`src/rtl/cordic_pkg.sv`:
```
// Shared CORDIC fixed-point definitions (Q2.20 word, gain seed, clamp limit).
package cordic_pkg;
  localparam int INTEGER_WIDTH = 2;
  localparam int DECIMAL_WIDTH = 20;
  localparam int DATA_WIDTH    = INTEGER_WIDTH + DECIMAL_WIDTH;

  typedef logic signed [DATA_WIDTH-1:0] fixed_t;

  localparam fixed_t K_INIT    = 22'd636751;   // 0.6072529
  localparam fixed_t MAX_ANGLE = 22'd1647099;  // pi/2
endpackage

```
`src/rtl/cordic_launch_stage_if.sv`:
```
// Host-side target handshake for the CORDIC launch stage.
interface cordic_launch_stage_if;
  import cordic_pkg::*;
  logic   in_valid;
  fixed_t in_target;
  logic   in_ready;

  modport master (output in_valid, output in_target, input  in_ready);
  modport slave  (input  in_valid, input  in_target, output in_ready);
endinterface

```
`src/rtl/cordic_skid_fifo.sv`:
```
// Two-entry skid FIFO with 1-bit wrapping pointers; flush beats push/pop.
module cordic_skid_fifo #(
  parameter int W = 23
) (
  input  logic         clk,
  input  logic         reset,
  input  logic         flush,
  input  logic         push,
  input  logic         pop,
  input  logic [W-1:0] din,
  output logic [W-1:0] dout,
  output logic [1:0]   count
);
  logic [W-1:0] mem_q [2];
  logic         head_q, tail_q;
  logic [1:0]   count_q, count_d;
  logic         push_ok, pop_ok;

  assign push_ok = push && (count_q != 2'd2);
  assign pop_ok  = pop  && (count_q != 2'd0);
  assign dout    = mem_q[head_q];
  assign count   = count_q;

  always_comb begin
    count_d = count_q;
    case ({push_ok, pop_ok})
      2'b10:   count_d = count_q + 2'd1;
      2'b01:   count_d = count_q - 2'd1;
      default: count_d = count_q;
    endcase
  end

  always_ff @(posedge clk or posedge reset) begin
    if (reset) begin
      head_q  <= 1'b0;
      tail_q  <= 1'b0;
      count_q <= 2'd0;
      for (int i = 0; i < 2; i++) mem_q[i] <= '0;
    end else if (flush) begin
      head_q  <= 1'b0;
      tail_q  <= 1'b0;
      count_q <= 2'd0;
    end else begin
      if (push_ok) begin
        mem_q[tail_q] <= din;
        tail_q        <= ~tail_q;
      end
      if (pop_ok) head_q <= ~head_q;
      count_q <= count_d;
    end
  end
endmodule

```
`src/rtl/cordic_launch_stage.sv`:
```
// CORDIC pipeline front end: buffers host targets and launches rotation seeds.
// Optional target clamping to +/-pi/2 is enabled by CORDIC_LAUNCH_CLAMP_EN.
module cordic_launch_stage
  import cordic_pkg::*;
(
  input  logic                  clk,
  input  logic                  reset,
  input  logic                  clk_en,
  input  logic                  flush,
  cordic_launch_stage_if.slave  host,
  output logic                  valid_out,
  output logic [DATA_WIDTH-1:0] target_out,
  output logic [DATA_WIDTH-1:0] angle,
  output logic [DATA_WIDTH-1:0] x,
  output logic [DATA_WIDTH-1:0] y,
  output logic                  sat_flag,
  output logic [1:0]            occupancy
);
  localparam int EW = DATA_WIDTH + 1;

  logic [EW-1:0]   enq_entry, head_entry;
  logic [1:0]      occ;
  logic            push, launch;
  fixed_t          enq_target;
  logic            enq_clamp;

  logic            valid_q;
  fixed_t          target_q, angle_q, x_q, y_q;

  // Ready depends only on the registered count so the host never sees clk_en.
  assign host.in_ready = (occ != 2'd2);
  assign push          = host.in_valid && host.in_ready;
  assign launch        = clk_en && (occ != 2'd0);

`ifdef CORDIC_LAUNCH_CLAMP_EN
  logic sat_q;
  always_comb begin
    enq_target = host.in_target;
    enq_clamp  = 1'b0;
    if (host.in_target > MAX_ANGLE) begin
      enq_target = MAX_ANGLE;
      enq_clamp  = 1'b1;
    end else if (host.in_target < -MAX_ANGLE) begin
      enq_target = -MAX_ANGLE;
      enq_clamp  = 1'b1;
    end
  end

  always_ff @(posedge clk or posedge reset) begin
    if (reset)       sat_q <= 1'b0;
    else if (flush)  sat_q <= 1'b0;
    else if (launch) sat_q <= head_entry[DATA_WIDTH];
  end
  assign sat_flag = sat_q;
`else
  logic unused_clamp;
  assign enq_target   = host.in_target;
  assign enq_clamp    = 1'b0;
  assign sat_flag     = 1'b0;
  assign unused_clamp = head_entry[DATA_WIDTH];
`endif

  assign enq_entry = {enq_clamp, enq_target};

  cordic_skid_fifo #(.W(EW)) u_fifo (
    .clk   (clk),
    .reset (reset),
    .flush (flush),
    .push  (push),
    .pop   (clk_en),
    .din   (enq_entry),
    .dout  (head_entry),
    .count (occ)
  );

  always_ff @(posedge clk or posedge reset) begin
    if (reset) begin
      valid_q  <= 1'b0;
      target_q <= '0;
      angle_q  <= '0;
      x_q      <= '0;
      y_q      <= '0;
    end else if (flush) begin
      valid_q <= 1'b0;
    end else if (clk_en) begin
      valid_q <= launch;
      if (launch) begin
        target_q <= fixed_t'(head_entry[DATA_WIDTH-1:0]);
        angle_q  <= '0;
        x_q      <= K_INIT;
        y_q      <= '0;
      end
    end
  end

  assign valid_out  = valid_q;
  assign target_out = target_q;
  assign angle      = angle_q;
  assign x          = x_q;
  assign y          = y_q;
  assign occupancy  = occ;
endmodule

```
`src/flat_wrapper.sv`:
```
// flat-port wrapper written by rule: the top's interface ports become plain ports
module cordic_launch_stage_flat import cordic_pkg::*;
  (clk, reset, clk_en, flush, valid_out, target_out, angle, x, y, sat_flag, occupancy, host_in_valid, host_in_target, host_in_ready);
  cordic_launch_stage_if host_i ();
  input  logic clk;
  input  logic reset;
  input  logic clk_en;
  input  logic flush;
  output logic valid_out;
  output logic [DATA_WIDTH-1:0] target_out;
  output logic [DATA_WIDTH-1:0] angle;
  output logic [DATA_WIDTH-1:0] x;
  output logic [DATA_WIDTH-1:0] y;
  output logic sat_flag;
  output logic [1:0] occupancy;
  input wire logic [$bits(host_i.in_valid)-1:0] host_in_valid;
  input wire logic [$bits(host_i.in_target)-1:0] host_in_target;
  output wire logic [$bits(host_i.in_ready)-1:0] host_in_ready;
  assign host_i.in_valid = host_in_valid;
  assign host_i.in_target = host_in_target;
  assign host_in_ready = host_i.in_ready;
  cordic_launch_stage u_core (.clk(clk), .reset(reset), .clk_en(clk_en), .flush(flush), .host(host_i), .valid_out(valid_out), .target_out(target_out), .angle(angle), .x(x), .y(y), .sat_flag(sat_flag), .occupancy(occupancy));
endmodule
```
`config.mk`:
```
export PLATFORM = sky130hd
export DESIGN_NAME = cordic_launch_stage_flat
export DESIGN_NICKNAME = d
export VERILOG_FILES = /design/src/rtl/cordic_pkg.sv /design/src/rtl/cordic_launch_stage_if.sv /design/src/rtl/cordic_skid_fifo.sv /design/src/rtl/cordic_launch_stage.sv /design/src/flat_wrapper.sv
export SDC_FILE = /design/constraint.sdc
export NUM_CORES = 1
export LEC_CHECK = 0
export CORE_ASPECT_RATIO = 1.1
export CORE_MARGIN = 3
export CORE_UTILIZATION = 49
export DETAILED_ROUTE_END_ITERATION = 10
export PLACE_DENSITY = 0.91
export REMOVE_ABC_BUFFERS = 1
export SLEW_MARGIN = 20
export SYNTH_ARGS = -nofsm -noshare
export SYNTH_HDL_FRONTEND = slang
export SYNTH_SLANG_ARGS = --single-unit
```
`constraint.sdc`:
```
create_clock -name clk -period 3.7 [get_ports clk]
set_input_delay 0.37 -clock clk [delete_from_list [all_inputs] [get_ports clk]]
set_output_delay 0.37 -clock clk [all_outputs]
set_load 0.05 [all_outputs]
```
==> results of run 1 <==
==> path summary, 6_finish.rpt <==
kind                                               from                      end  slack (ns)  depth (start not counted)
worst min register to register  u_core.u_fifo.mem_q[11]  u_core.u_fifo.mem_q[11]        0.50                          1
worst max-delay path             u_core.u_fifo.count[1]            host_in_ready        1.39                          3
max in group asynchronous                         reset  u_core.u_fifo.mem_q[17]        2.51                          3
worst min-delay path            u_core.u_fifo.mem_q[11]  u_core.u_fifo.mem_q[11]        0.50                          1
min in group asynchronous                         reset    u_core.target_out[11]        0.61                          3
worst max register to register   u_core.u_fifo.count[1]  u_core.u_fifo.mem_q[14]        1.57                          4
==> metrics by stage <==
| stage | TNS [ns] | cells | instance area (um^2) | power (W) |
|---|---|---|---|---|
| 6_report | 0 | 405 | 4200 | 0.00309 |
| 5_1_grt | 0 | 405 | 4200 | 0.00324 |
| 4_1_cts | 0 | 405 | 4200 | 0.00313 |
| 3_5_place_dp | 0 | 389 | 3950 | 0.00235 |
| 3_3_place_gp | 0 | 389 | 3950 | 0.00232 |
| 2_1_floorplan | -11.91 | 239 | 3170 | 0.00198 |
==> registers in the layout, summed over array words and instances, names as in the netlist <==
register and count:
u_core.valid_out 1, u_core.u_fifo.tail_q 1, u_core.u_fifo.count 2, u_core.u_fifo.head_q 1, u_core.u_fifo.mem_q 44, u_core.target_out 22
u_core.x 1
==> power by group through the flow <==
| stage | sequential (W) | combinational, W | clock, W |
|---|---|---|---|
| floorplan | 0.00156 | 0.000421 | 0 |
| global placement | 0.00116 | 0.00116 | 0 |
| detailed placement | 0.00117 | 0.00118 | 0 |
| CTS | 0.00116 | 0.00118 | 0.000786 |
| global route | 0.00119 | 0.00123 | 0.000822 |
| finish | 0.00115 | 0.00117 | 0.000768 |
==> worst max-delay path: cells and delay by family, from the launching register on <==
family / cells / cell delay [ns]
buffers and inverters: 2 / 0.94
DFF: 1 / 0.44
and+or+nand+nor: 1 / 0.21
==> cell families after synthesis <==
kind of cell              share of synthesized area (%)
DFF                                                51.1
xor gates and xnor gates                          0.248
AOI/OAI and AO/OA                                  1.42
and+or+nand+nor                                    2.62
other                                             0.106
muxes                                              28.4
buffers and inverters                              16.2
==> cell type report <==
type | count | area [um^2] | share of cell area, %
Clock buffer | 11 | 151 | 3.60
Multi-Input combinational cell | 164 | 1360 | 32.3
Clock inverter | 5 | 103 | 2.44
Sequential cell | 72 | 1800 | 42.9
Timing Repair Buffer | 68 | 673 | 16.0
Tap cell | 82 | 103 | 2.44
Inverter | 3 | 11.3 | 0.268
==> per-layer routing <==
metal  global-route usage (%)  wire, um
met1                     19.0      2540
met2                     26.1      3110
met3                     5.15       386
met4                     5.06        51
met5                        0         0
==> placed cells by master, fill, tap and decap left out, drive strengths merged, types with 2 or more instances in the layout <==
master / netlist / layout
inv: 3 / 3
or2: 2 / 2
conb: 1 / 54
a21oi: 5 / 5
nor2: 2 / 2
buf: 73 / 3
clkbuf: 2 / 11
bufinv: 0 / 3
o21ai: 2 / 2
clkdlybuf4s50: 0 / 65
mux2: 88 / 88
dfrtp: 72 / 72
==> impl_metrics.json, run 1 <==
{
  "status": "complete, no violations",
  "maxCapViolCount": 0,
  "post-place-ws_ns": 1.14,
  "drtPass1Iterations": 3,
  "crit_arrival_ns": 1.94,
  "power_frac_comb_pct": 37.9,
  "area_delta_synth_final_pct": 19.0,
  "via_per_inst": 4.82,
  "synthesis.area_mm2": 0.00353,
  "layout-drive-gt1-share_pct": 35.6,
  "finalMaxSlewViolations": 0,
  "fin_crit_ns": 2.31,
  "ys_seq_elements": 72,
  "vias": 1951,
  "p_leak_nw": 1.84,
  "synth_ff_type": "dfrtp_1",
  "rsz0062_at_grt": "false",
  "worst_slew_pin_slew_ns": 1.08,
  "die_h_um": 95,
  "nets": 345,
  "fmax_ghz": 0.433,
  "grt_pass1_wl_um": 9860,
  "dieArea_mm2": 0.00826,
  "grt.overflow.total": 0,
  "clock-sinks": 72,
  "ys_seq_area_share_pct": 51.1,
  "wire_per_inst_um": 15.0,
  "clk-insertion-delay-late_ns": 0.34,
  "path_cells": "nor2b_2, inv_1, clkdlybuf4s50_1",
  "setup_viol": 0,
  "place_congestion": 0.672,
  "initial_core_util_pct": 52.0,
  "postSynth.asyncResetShare_pct": 100,
  "cts-buffers-inserted": 9,
  "h-tree-depth": 3,
  "fin_util_pct": 61.9,
  "yosysMostFrequentCell": "mux2_2",
  "synth_top_cell_by_area": "dfrtp_1",
  "worst_hold_slack_ns": 0.502,
  "ios": 120,
  "clkPwrFrac_pct": 24.9,
  "die_x_um": 86.9,
  "yosys_warnings": 0,
  "grt_pass1_vias": 1979,
  "drtIter0Drc": 40,
  "worst_setup_path_start_kind": "flip-flop",
  "ctsResizeCount": 0,
  "synth_cell_types": 25,
  "synthesis.instances": 261,
  "ant_nets": 0,
  "track_usage_pct": 15.6,
  "final.setup_skew_ns": 0.00717,
  "p_switching_w": 0.00113,
  "p_per_area_mw_per_mm2": 736,
  "fp.coreArea_mm2": 0.00679,
  "diodes": 0,
  "crit_required_ns": 3.33,
  "io_buffers": 65,
  "grt_max_degree": 73,
  "internal-power_w": 0.00196,
  "synth-edff-count": 0,
  "crit_path_end_kind": "primary output",
  "cts_setup_buffers": 0,
  "crit_fanout": 6,
  "hpwl_um": 4100,
  "synth_area_per_cell_um2": 13.5,
  "peakVddDrop_mv": 0.462,
  "cts_tree": "built",
  "n_fill_cell": 535,
  "hp-class": "reg -> reg",
  "cts_buffer_depth": 2,
  "seq_power_share_pct": 37.3,
  "critical_path_class": "reg -> out",
  "routed_wl_um": 6080,
  "yosys-top-cells-count": "mux2_2 (88), dfrtp_1 (72), buf_4 (70), a21oi_1 (5)",
  "switching_share_pct": 36.6,
  "path_clk_slew_ns": 0.07,
  "antenna_found_initial": 0,
  "postCtsHoldBufs": 0,
  "slew_headroom_pct": 28.0,
  "post-route-period-util_pct": 62.4,
  "synth_top_area_share_pct": 51.1,
  "synth_area_leaders": "dfrtp_1 (51%), mux2_2 (28%), buf_4 (15%)",
  "critPathSlowestCell": "clkdlybuf4s50_1",
  "hold_violations": 0,
  "setup_ws_ns": 1.39,
  "cp_slowest_stage_delay_ns": 0.82,
  "rows": 31,
  "cts-root-buf": "clkbuf_8",
  "drc": 0
}
Note: power is estimated with default switching activity, not from simulation.
==> run 2, diff against run 1 <==
--- a/config.mk
+++ b/config.mk
@@ -7,9 +7,9 @@
 export LEC_CHECK = 0
 export CORE_ASPECT_RATIO = 1.1
 export CORE_MARGIN = 3
-export CORE_UTILIZATION = 49
+export CORE_UTILIZATION = 46
 export DETAILED_ROUTE_END_ITERATION = 10
-export PLACE_DENSITY = 0.91
+export PLACE_DENSITY = 0.87
 export REMOVE_ABC_BUFFERS = 1
 export SLEW_MARGIN = 20
 export SYNTH_ARGS = -nofsm -noshare
==> constraint.sdc (replaced) <==
create_clock -name clk -period 2.25 [get_ports clk]
set_input_delay 0.225 -clock clk [delete_from_list [all_inputs] [get_ports clk]]
set_output_delay 0.225 -clock clk [all_outputs]
set_load 0.05 [all_outputs]
==> impl_metrics.json, run 2 (synthesized netlist as in run 1, its figures left out) <==
{
  "hp-class": "in -> async",
  "critical_path_class": "reg -> out",
  "setup_ws_ns": 0.105,
  "p_leak_nw": 1.88,
  "setup_tns_ns": 0,
  "cp_slowest_stage_delay_ns": 0.82,
  "multiInputGateArea_mm2": 0.00136,
  "crit_required_ns": 2.03,
  "routed_wl_um": 6010,
  "regArea_mm2": 0.00180,
  "wire_per_inst_um": 14.0,
  "die_h_um": 97.9,
  "grt_max_degree": 43,
  "p_per_area_mw_per_mm2": 1160,
  "hpwl_um": 4330,
  "grt_pass1_wl_um": 9620,
  "drtIter0Drc": 68,
  "io_buffers": 65,
  "slew_headroom_pct": 60.8,
  "cts-root-buf": "clkbuf_8",
  "final_common_cell": "mux2_2",
  "top_register": "u_core.u_fifo.mem_q",
  "clock-sinks": 72,
  "instances_no_fill": 430,
  "diodes": 0,
  "grt.overflow.total": 0,
  "dp.cells": 414,
  "vias": 1938,
  "cts_tree": "built",
  "cts_buffer_depth": 2,
  "drc": 0,
  "n_fill_cell": 592,
  "critPathSlowestCell": "clkdlybuf4s50_1",
  "track_usage_pct": 14.4,
  "cts-buffers-inserted": 9,
  "post-place-ws_ns": 0.294,
  "crit_buf_inv": 2,
  "place_congestion": 0.711,
  "h-tree-depth": 3,
  "crit_path_end_kind": "primary output",
  "cts_setup_buffers": 0,
  "grt_pass1_vias": 1913,
  "maxCapViolCount": 0,
  "worst_hold_slack_ns": 0.275,
  "finalMaxSlewViolations": 0,
  "largest_reg_flops": 44,
  "layout-drive-gt1-share_pct": 36.0,
  "status": "complete, no violations",
  "fin_crit_ns": 2.14,
  "fp.coreArea_mm2": 0.00725,
  "crit_arrival_ns": 1.92,
  "final.setup_skew_ns": 0.00623,
  "worst_setup_path_start_kind": "flip-flop",
  "ios": 120,
  "dieArea_mm2": 0.00876,
  "worst_slew_pin_slew_ns": 0.587,
  "ctsResizeCount": 0,
  "path_clk_slew_ns": 0.07,
  "ant_nets": 0,
  "fin_util_pct": 59.2,
  "critical_path.top_delay_family": "buffers and inverters",
  "die_x_um": 89.5,
  "crit_fanout": 6,
  "clk-insertion-delay-late_ns": 0.33,
  "final_cell_mix": "mux2_2 (88), dfrtp_1 (72), clkdlybuf4s50_1 (65)",
  "peakVddDrop_mv": 0.682,
  "hold_violations": 0,
  "postCtsHoldBufs": 0,
  "rsz0062_at_grt": "false",
  "drtPass1Iterations": 4,
  "nets": 350,
  "post-route-period-util_pct": 95.3,
  "fmax_ghz": 0.466,
  "area_delta_synth_final_pct": 21.6,
  "setup_viol": 0,
  "rows": 32,
  "antenna_found_initial": 0,
  "via_per_inst": 4.51,
  "path_cells": "nor2b_2, inv_1, clkdlybuf4s50_1",
  "initial_core_util_pct": 48.7
}
==> run 2: cell types whose count changed in the layout (fill, tap and decap cells not counted), sizes merged <==
cell and delta:
clkinvlp -1, bufinv -1, buf +5, clkinv -1
clkbuf +3
==> run 2: area by class of cell <==
cell class	instances	area share, %
Clock buffer	14	4.02
Inverter	3	0.262
Clock inverter	2	1.40
Multi-Input combinational cell	164	31.6
Tap cell	102	2.97
Timing Repair Buffer	73	17.7
Sequential cell	72	42.0
==> run 2: path summary, 6_finish.rpt <==
check	slack [ns]	to	start	depth (start not counted)
setup reg to reg	0.62	u_core.u_fifo.mem_q[10]	u_core.u_fifo.count[1]	5
hold reg to reg	0.51	u_core.u_fifo.mem_q[9]	u_core.u_fifo.mem_q[9]	1
max in group asynchronous	1.34	u_core.u_fifo.mem_q[41]	reset	3
setup / recovery	0.11	host_in_ready	u_core.u_fifo.count[1]	3
min in group clk	0.51	u_core.u_fifo.mem_q[9]	u_core.u_fifo.mem_q[9]	1
hold / removal	0.27	u_core.x[0]	reset	2
==> run 2: power breakdown <==
group / leakage (nW) / internal [W] / switching (W)
clock: 0.117 / 0.000717 / 0.000439
sequential: 0.866 / 0.00168 / 0.000196
combinational: 0.893 / 0.000763 / 0.00119
total: 1.88 / 0.00316 / 0.00182
==> run 2: metrics by stage <==
stage | instance area [um^2] | total power (W)
floorplan | 3170 | 0.00325
global placement | 4060 | 0.00382
detailed placement | 4060 | 0.00387
CTS | 4290 | 0.00505
global route | 4290 | 0.00522
finish | 4290 | 0.00498
==> run 2: routing by layer <==
layer	routed length, um	GRT usage (%)	part of all wire (%)
met1	2480	18.3	41
met4	87	6.53	1.4
met5	0	0	0
met3	294	3.21	4.9
met2	3140	23.0	52
